File: src/rtl/uart_calc_interface.sv
// Calculator front end: parses "A op B <ENTER>" from RX bytes, drives the ALU,
// and returns the signed decimal result plus CR through the TX handshake.
// Latency: first TX_START 6 cycles after the ENTER byte. Backpressure: each reply
// byte waits for TX_DONE before the next. RX bytes outside GET_A/GET_B are dropped.
// Ports: CLK/RESET (sync, active-high); RX_DATA/RX_DONE from the receiver;
//   ALU_A/ALU_B/ALU_OP to the ALU, ALU_RESULT back; TX_DATA/TX_START/TX_DONE
//   to the transmitter; LEDS = last result; ERROR = last expression failed to parse.
module uart_calc_interface #(
  parameter int         NB_OP      = 6,
  parameter int         MAX_DIGITS = 3,
  parameter logic [7:0] ENTER_CHAR = 8'h0D
) (
  input  logic             CLK,
  input  logic             RESET,
  input  logic [7:0]       RX_DATA,
  input  logic             RX_DONE,
  input  logic [7:0]       ALU_RESULT,
  output logic [7:0]       ALU_A,
  output logic [7:0]       ALU_B,
  output logic [NB_OP-1:0] ALU_OP,
  output logic [7:0]       TX_DATA,
  output logic             TX_START,
  input  logic             TX_DONE,
  output logic [7:0]       LEDS,
  output logic             ERROR
);

  localparam int CW = $clog2(MAX_DIGITS + 1);

  localparam logic [2:0] GET_A = 3'd0;
  localparam logic [2:0] GET_B = 3'd1;
  localparam logic [2:0] EXEC  = 3'd2;
  localparam logic [2:0] CONV  = 3'd3;
  localparam logic [2:0] SEND  = 3'd4;
  localparam logic [2:0] ERR   = 3'd5;

  logic [2:0]    state;
  logic [CW-1:0] cnt_a;
  logic [CW-1:0] cnt_b;
  logic          neg;
  logic          hund;
  logic [3:0]    tens;
  logic [7:0]    rem;
  logic [1:0]    step;
  logic [2:0]    idx;
  logic          tx_wait;

  logic          is_digit;
  logic          op_valid;
  logic [5:0]    op_code;
  logic [7:0]    digit;
  logic [7:0]    mag;
  logic [7:0]    reply [8];
  logic [2:0]    wr_pos;
  logic [7:0]    cur_byte;
  logic          sending;

  assign is_digit = (RX_DATA >= 8'h30) && (RX_DATA <= 8'h39);
  assign digit    = {4'd0, RX_DATA[3:0]};
  // Magnitude of the signed result; 0x80 maps to 128, which still fits unsigned.
  assign mag      = ALU_RESULT[7] ? (~ALU_RESULT + 8'd1) : ALU_RESULT;

  always_comb begin
    op_valid = 1'b1;
    op_code  = 6'b000000;
    case (RX_DATA)
      8'h2B:   op_code = 6'b100000;
      8'h2D:   op_code = 6'b100010;
      8'h26:   op_code = 6'b100100;
      8'h7C:   op_code = 6'b100101;
      8'h5E:   op_code = 6'b100110;
      8'h7E:   op_code = 6'b100111;
      8'h3E:   op_code = 6'b000011;
      8'h3C:   op_code = 6'b000010;
      default: op_valid = 1'b0;
    endcase
  end

  // Reply buffer packed from the conversion registers: [-] [h] [t] o CR.
  always_comb begin
    for (int i = 0; i < 8; i++) reply[i] = ENTER_CHAR;
    wr_pos = 3'd0;
    if (neg) begin
      reply[wr_pos] = 8'h2D;
      wr_pos = wr_pos + 3'd1;
    end
    if (hund) begin
      reply[wr_pos] = 8'h31;
      wr_pos = wr_pos + 3'd1;
    end
    if (hund || (tens != 4'd0)) begin
      reply[wr_pos] = 8'h30 + {4'd0, tens};
      wr_pos = wr_pos + 3'd1;
    end
    reply[wr_pos] = 8'h30 + {4'd0, rem[3:0]};
    wr_pos = wr_pos + 3'd1;
    reply[wr_pos] = ENTER_CHAR;
  end

  assign sending  = (state == SEND) || (state == ERR);
  assign cur_byte = (state == ERR) ? ((idx == 3'd0) ? 8'h3F : ENTER_CHAR) : reply[idx];
  assign TX_DATA  = sending ? cur_byte : 8'h00;
  // TX_START is high only in the first cycle a byte is presented.
  assign TX_START = sending && !tx_wait;

  always_ff @(posedge CLK) begin
    if (RESET) begin
      state   <= GET_A;
      cnt_a   <= '0;
      cnt_b   <= '0;
      ALU_A   <= 8'h00;
      ALU_B   <= 8'h00;
      ALU_OP  <= '0;
      LEDS    <= 8'h00;
      ERROR   <= 1'b0;
      neg     <= 1'b0;
      hund    <= 1'b0;
      tens    <= 4'd0;
      rem     <= 8'h00;
      step    <= 2'd0;
      idx     <= 3'd0;
      tx_wait <= 1'b0;
    end else begin
      case (state)
        GET_A: if (RX_DONE) begin
          if (cnt_a == '0) ERROR <= 1'b0;
          if (is_digit && (cnt_a != CW'(MAX_DIGITS))) begin
            ALU_A <= (ALU_A << 3) + (ALU_A << 1) + digit;
            cnt_a <= cnt_a + CW'(1);
          end else if (op_valid && !is_digit && (cnt_a != '0)) begin
            ALU_OP <= NB_OP'(op_code);
            state  <= GET_B;
          end else begin
            ERROR <= 1'b1;
            state <= ERR;
          end
        end
        GET_B: if (RX_DONE) begin
          if (is_digit && (cnt_b != CW'(MAX_DIGITS))) begin
            ALU_B <= (ALU_B << 3) + (ALU_B << 1) + digit;
            cnt_b <= cnt_b + CW'(1);
          end else if ((RX_DATA == ENTER_CHAR) && (cnt_b != '0)) begin
            state <= EXEC;
          end else begin
            ERROR <= 1'b1;
            state <= ERR;
          end
        end
        EXEC: begin
          LEDS  <= ALU_RESULT;
          neg   <= ALU_RESULT[7];
          rem   <= mag;
          hund  <= 1'b0;
          tens  <= 4'd0;
          step  <= 2'd0;
          state <= CONV;
        end
        // Four fixed steps, one subtraction each: 100 (else 80), then 40, 20, 10.
        // Binary-weighted tens keep the reply latency constant at 6 cycles.
        CONV: begin
          step <= step + 2'd1;
          case (step)
            2'd0: begin
              if (rem >= 8'd100) begin
                rem  <= rem - 8'd100;
                hund <= 1'b1;
              end else if (rem >= 8'd80) begin
                rem  <= rem - 8'd80;
                tens <= 4'd8;
              end
            end
            2'd1: if (rem >= 8'd40) begin
              rem  <= rem - 8'd40;
              tens <= tens + 4'd4;
            end
            2'd2: if (rem >= 8'd20) begin
              rem  <= rem - 8'd20;
              tens <= tens + 4'd2;
            end
            default: begin
              if (rem >= 8'd10) begin
                rem  <= rem - 8'd10;
                tens <= tens + 4'd1;
              end
              state <= SEND;
            end
          endcase
        end
        SEND, ERR: begin
          // A TX_DONE in the TX_START cycle is ignored: tx_wait is still low.
          if (!tx_wait) begin
            tx_wait <= 1'b1;
          end else if (TX_DONE) begin
            tx_wait <= 1'b0;
            if (cur_byte == ENTER_CHAR) begin
              idx   <= 3'd0;
              ALU_A <= 8'h00;
              ALU_B <= 8'h00;
              cnt_a <= '0;
              cnt_b <= '0;
              if (state == SEND) ALU_OP <= '0;
              state <= GET_A;
            end else begin
              idx <= idx + 3'd1;
            end
          end
        end
        default: state <= GET_A;
      endcase
    end
  end

endmodule

File: config.mk
export PLATFORM = sky130hd
export DESIGN_NAME = uart_calc_interface
export DESIGN_NICKNAME = d
export VERILOG_FILES = /design/src/rtl/uart_calc_interface.sv
export SDC_FILE = /design/constraint.sdc
export NUM_CORES = 1
export LEC_CHECK = 0
export ABC_AREA = 1
export BUFFER_PORTS_ARGS = -buffer_cell sky130_fd_sc_hd__buf_4
export CAP_MARGIN = 20
export CORE_ASPECT_RATIO = 0.9
export CORE_MARGIN = 2
export CORE_UTILIZATION = 48
export CTS_BUF_LIST = sky130_fd_sc_hd__clkbuf_16
export CTS_CLUSTER_DIAMETER = 100
export DETAILED_ROUTE_END_ITERATION = 7
export GPL_TIMING_DRIVEN = 0
export PLACE_DENSITY = 0.67
export SYNTH_ARGS = -nofsm -noshare
export SYNTH_HDL_FRONTEND = slang
export SYNTH_SLANG_ARGS = --single-unit
File: constraint.sdc
create_clock -name CLK -period 2.63 [get_ports CLK]
set_input_delay 0.526 -clock CLK [delete_from_list [all_inputs] [get_ports CLK]]
set_output_delay 0.526 -clock CLK [all_outputs]
set_load 0.02 [all_outputs]
# After elaboration in Yosys (flattened, before gate mapping)
# Cells that the tools add are included.
[classes]
add_sub_neg = 22
n_mul = 0
div = 0
n_lt_le_gt_ge = 16
n_eq_ne = 40
shift = 0
n_mux = 91
n_bitwise = 12
n_reduce_logical = 38
[op_table]
columns = ["cell", "n"]
rows = [
  ["$mux W8", 21],
  ["$bwmux W64", 2],
  ["$mux W64", 2],
  ["$demux W8 S3", 4],
  ["$and A40 B40 Y40", 2],
  ["$not A40 Y40", 2],
  ["$mux W6", 9],
  ["$or A24 B24 Y24", 2],
  ["$pmux W6 S8", 1],
  ["$pmux W8 S2", 3],
  ["$eq A8 B6 Y1 const B", 5],
  ["$mux W3", 13],
  ["$ne A2 B2 Y1 const B", 17],
  ["$bmux W8 S3", 1],
  ["$eq A8 B7 Y1 const B", 3],
  ["$pmux W8 S3", 1],
  ["$ge A4 B4 Y1 const B", 5],
  ["$mux W4", 5],
  ["$not A3 Y4", 5],
  ["$reduce_and A6 Y1", 3],
  ["$add A8 B4 Y8", 2],
  ["$add A8 B8 Y8", 2],
  ["$eq A8 B4 Y1 const B", 2],
  ["$ge A8 B6 Y1 const B", 2],
  ["46 further kinds", 105],
]
[word_totals]
reg_bits = 58
latchBits = 0
ramBits = 0
romBits = 0
inputBits = 20
out_inout_bits = 40
word_cells = 234
mem_count = 0

# Logic depth before layout (Yosys ltp)
[depth]
ltp_word = 22
ltp_mapped = 25
depth_no_buf = 24

# Worst setup path before layout
# OpenSTA, ideal clock, no wires.
[synth_timing]
kind = "register to output"
startpoint = "register tens[2]"
endpoint = "output TX_DATA[1]"
t_arrival_ps = 2528
setup_slack_ps = -424
path_stages_with_launch = 15
cell_sequence = "dfxtp_1 -> inv_1 -> ha_1 -> nand2_1 -> nor2_2 -> fa_1 -> inv_1 -> nand2_1 -> o21ai_0 -> nand3b_1 -> nand3_1 -> nand2_1 -> nand2_1 -> nand2_1 -> o21ai_0"
[synth_between]
elab_chain_len = 16
[synth_lines]
columns = ["item", "line_no", "text"]
rows = [
  ["start: declaration", "42", "logic [3:0] tens;"],
  ["start signal: assignment", "174", "tens <= tens + 4'd4;"],
  ["start signal: assignment", "178", "tens <= tens + 4'd2;"],
  ["start signal: assignment", "183", "tens <= tens + 4'd1;"],
  ["$reduce_bool A4 Y1 (*)", "91", "if (hund || (tens != 4'd0)) begin"],
  ["$logic_or A1 B1 Y1 (*)", "91", ""],
  ["$mux W3", "91", ""],
  ["$add A3 B1 Y3", "96", "wr_pos = wr_pos + 3'd1;"],
  ["$not A3 Y4 (implied by the code)", "97", "reply[wr_pos] = ENTER_CHAR;"],
  ["$ge A4 B4 Y1 (implied by the code) or $lt A4 B1 Y1 (tied branches)", "97", ""],
  ["$logic_and A1 B1 Y1 (implied by the code)", "97", ""],
  ["$mux W8 (implied by the code)", "97", ""],
  ["$demux W8 S3", "97", ""],
  ["$not A40 Y40 (no source line)", "-", ""],
  ["$and A40 B40 Y40 (no source line) (*)", "-", ""],
  ["$bmux W8 S3 (*)", "101", "assign cur_byte = (state == ERR) ? ((idx == 3'd0) ? 8'h3F : ENTER_CHAR) : reply[idx];"],
  ["$mux W8 (implied by the code) (*) (2 in a row)", "101", ""],
  ["$mux W8 (*)", "101", ""],
  ["$mux W8 (*)", "102", "assign TX_DATA = sending ? cur_byte : 8'h00;"],
  ["end: declaration", "21", "output logic [7:0] TX_DATA,"],
]
# Every way passes the cells marked *; elsewhere a longest branch is shown, timed or not. The select of a mux whose other input is x is not followed.

# Worst setup path after layout
[layout_timing]
startpoint = "register tens[1]"
endpoint = "output TX_DATA[4]"
[layout_between]
elab_chain_len = 16
[layout_lines]
columns = ["item", "line_no"]
rows = [
  ["$reduce_bool A4 Y1", "91"],
  ["$logic_or A1 B1 Y1", "91"],
  ["$mux W3", "91"],
  ["$add A3 B1 Y3", "96"],
  ["$not A3 Y4 (implied by the code)", "97"],
  ["$ge A4 B4 Y1 (implied by the code) or $lt A4 B1 Y1 (tied branches)", "97"],
  ["$logic_and A1 B1 Y1 (implied by the code)", "97"],
  ["$mux W8 (implied by the code)", "97"],
  ["$demux W8 S3", "97"],
  ["$not A40 Y40 (no source line)", "-"],
  ["$and A40 B40 Y40 (no source line) (*)", "-"],
  ["$bmux W8 S3 (*)", "101"],
  ["$mux W8 (implied by the code) (*) (2 in a row)", "101"],
  ["$mux W8 (*)", "101"],
  ["$mux W8 (*)", "102"],
]
# Marked as above.

==> impl_metrics.ini <==
[clocking]
cts_buffer_depth = 2
cts_tree = done
htreeDepth = 2
clockRootBuffer = clkbuf_16
path_clk_slew_ps = 70
clkLatencyLatePin_ps = 290
cts.sinks = 55
cts_buffers = 5

[power]
seq_power_share_pct = 17.0
swShare_pct = 50.28
p_per_area_mw_per_mm2 = 1133
leakage_nw = 3.320
ir_worst_vdd_mv = 0.4555
p_switching_mw = 3.832
p_clk_share_pct = 9.9
p_int_mw = 3.789
combPwrFrac_pct = 73.1

[placed_design]
globalplace.congestion = 0.9057
pre_cts_ws_ps = -555.5
port-buffer-count = 55
place_area_sq_mm = 0.005878
hpwl_microns = 11390

[logic_synthesis]
async_flop_share_pct = 0
syn_area_per_cell_sq_um = 6.291
syn-cell-area_sq_mm = 0.005215
synthCells = 829
ys_ff_latch = 55
ys_seq_area_share_pct = 21.11
synth_top_cell_area_share_pct = 21.11
synth_cell_types = 45
synth_common_cells = nand2_1, inv_1, nor2_1
synth_ff_type = dfxtp_1
yosys-top-cells-area = dfxtp_1, nand2_1, ha_1
synth_edf_count = 0
yosysMostFrequentCell = nand2_1
synth_top_cell_by_area = dfxtp_1
yosysWarnings = 0

[critical_path]
start_kind = flip-flop
critPathRequiredTime_ps = 2100
critPathKind = flip-flop to output port
crit_fanout = 5
worstPathArrival_ps = 2660
worstSetupEndpointType = output port

[floorplanning]
pin_count = 60
die_h_microns = 102.9
core_sq_mm = 0.01072
die_w_microns = 113.9
dieArea_sq_mm = 0.01172
initial_utilization_pct = 48.65
row_count = 36

[hold_path]
min_path_type = flip-flop to flip-flop

[cells_and_area]
antenna-diode-count = 0
fin_util_pct = 62.72
final-seq-area_sq_mm = 0.001122
layout-drive-gt1-share_pct = 25.54
fillers = 1014
multiInputGateArea_sq_mm = 0.003877
fin_nets = 1013
area_growth_pct = 28.93
design_area_sq_mm = 0.006724

[sta]
timing.fmax_mhz = 313.7
setup-tns-final_ps = -14830
relSlewSlack_pct = 34.36
setup_viol = 36
whs_ps = 475.5
worstMarginPinSlew_ps = 978.6
finalCritPeriodShare_pct = 121.2
rsz0062_at_grt = yes
drv_slew = 0
hold_viol = 0
fin_crit_ps = 3188
fin_skew_ps = 9.040
worst_slack_ps = -557.7

[detailed_routing]
vias = 5815
drt_iter0_drc = 345
avgViaCountPerCell = 5.460
drc = 0
wire_per_inst_microns = 14.76
totalWireLength_microns = 15720
postRouteAntennaNets = 0
dr.pass1.iters = 5

[global_route]
grt_pass1_wl_microns = 24940
grt_use_total_pct = 26.15
grt_overflow = 0
first_global_vias = 5277
grt_antenna_before_repair = 0
grt_max_degree = 17

[outcome]
violations = setup timing
outcome = finished, violations left

[job]
maxCapViolations = 0
-- final cells by class --
type | instances | area share, %
multi-input cells | 629 | 57.67
flip-flops and latches | 55 | 16.69
repair buffers | 93 | 11.35
inverters | 122 | 7.201
well taps | 133 | 2.475
plain buffers | 26 | 2.196
clock buffers | 5 | 1.861
clock inverters | 2 | 0.5582
-- power groups by stage --
stage / clock (mW) / combinational [mW] / sequential [mW]
after floorplan: 0 / 3.06 / 1.34
after detailed placement: 0 / 4.15 / 1.29
after global routing: 0.795 / 6.19 / 1.32
after global placement: 0 / 4.09 / 1.28
final: 0.755 / 5.57 / 1.29
after CTS: 0.764 / 4.89 / 1.28
-- kinds of logic (layout without fill, tap and decap cells) --
family	Yosys count	in the layout	share of synthesized area (%)
xor gates and xnor gates	15	15	2.519
adders and majority gates	61	61	15.36
AOI/OAI and AO/OA	162	162	17.35
buffers and inverters	149	248	11.52
DFF	55	55	21.11
and+or+nand+nor	386	387	32.08
other	1	4	0.07191
-- metal layers --
layer / track usage, % / vias to the layer above / share of wire [%]
met2: 43.67 / 187 / 46
met3: 3.762 / 32 / 5.2
met1: 35.71 / 2688 / 47
met4: 7.129 / 0 / 1.9
li1: - / 2908 / -
met5: 0 / - / 0
-- cell usage in the layout (no fill, tap or decap), types with 13 or more instances in the layout --
cell type  count
a21oi_1       54
buf_4         85
dfxtp_1       46
ha_1          53
inv_1        106
nand2_1      158
nand2_2       34
nand3_1       35
nand4_1       13
nor2_1        78
nor2_2        14
nor3_1        18
o21ai_0       49
-- path summary, 6_finish.rpt --
| check | start | endpoint | slack [ps] | depth (start not counted) |
|---|---|---|---|---|
| max | tens[1]$_SDFFE_PP0P_ | TX_DATA[4] | -560 | 18 |
| min | ALU_B[7]$_SDFFE_PP0P_ | ALU_B[7]$_SDFFE_PP0P_ | 480 | 2 |
| max reg2reg | tens[1]$_SDFFE_PP0P_ | cnt_a[1]$_SDFFE_PP0P_ | -490 | 23 |
| min reg2reg | ALU_B[7]$_SDFFE_PP0P_ | ALU_B[7]$_SDFFE_PP0P_ | 480 | 2 |
-- critical path, cell delays in order, from the launching register on --
cell and delay [ps]:
dfxtp_4 360, inv_4 40, ha_4 160, nand2_4 70
nor2_4 40, fa_2 680, nand2_4 100, inv_4 90
nor2_2 40, nand2_1 60, nand3_1 70, nand2_1 70
nand2_1 50, nand2_1 70, nand2_1 60, nand2_1 70
nand2_2 70, a21oi_4 130, buf_6 130
-- metrics by stage --
stage,total power [mW],std cells
after floorplan,4.402,832
after global placement,5.373,1020
after detailed placement,5.432,1020
after CTS,6.936,1050
after global routing,8.304,1065
final,7.621,1065
-- sequential cells by signal, indices dropped and copies added (netlist names), 2 cells and up --
name    count
ALU_A       8
ALU_B       8
LEDS        8
rem         8
ALU_OP      4
tens        4
idx         3
state       3
cnt_a       2
cnt_b       2
step        2
-- what timing repair did --
action	4_1_cts	5_1_grt
buffers inserted	21	16
gates cloned	2	1
hold buffers	0	0
endpoints found under the setup margin	48	48
resized for setup	54	65
pin swaps	13	35
Note: power is estimated with default switching activity, not from simulation.
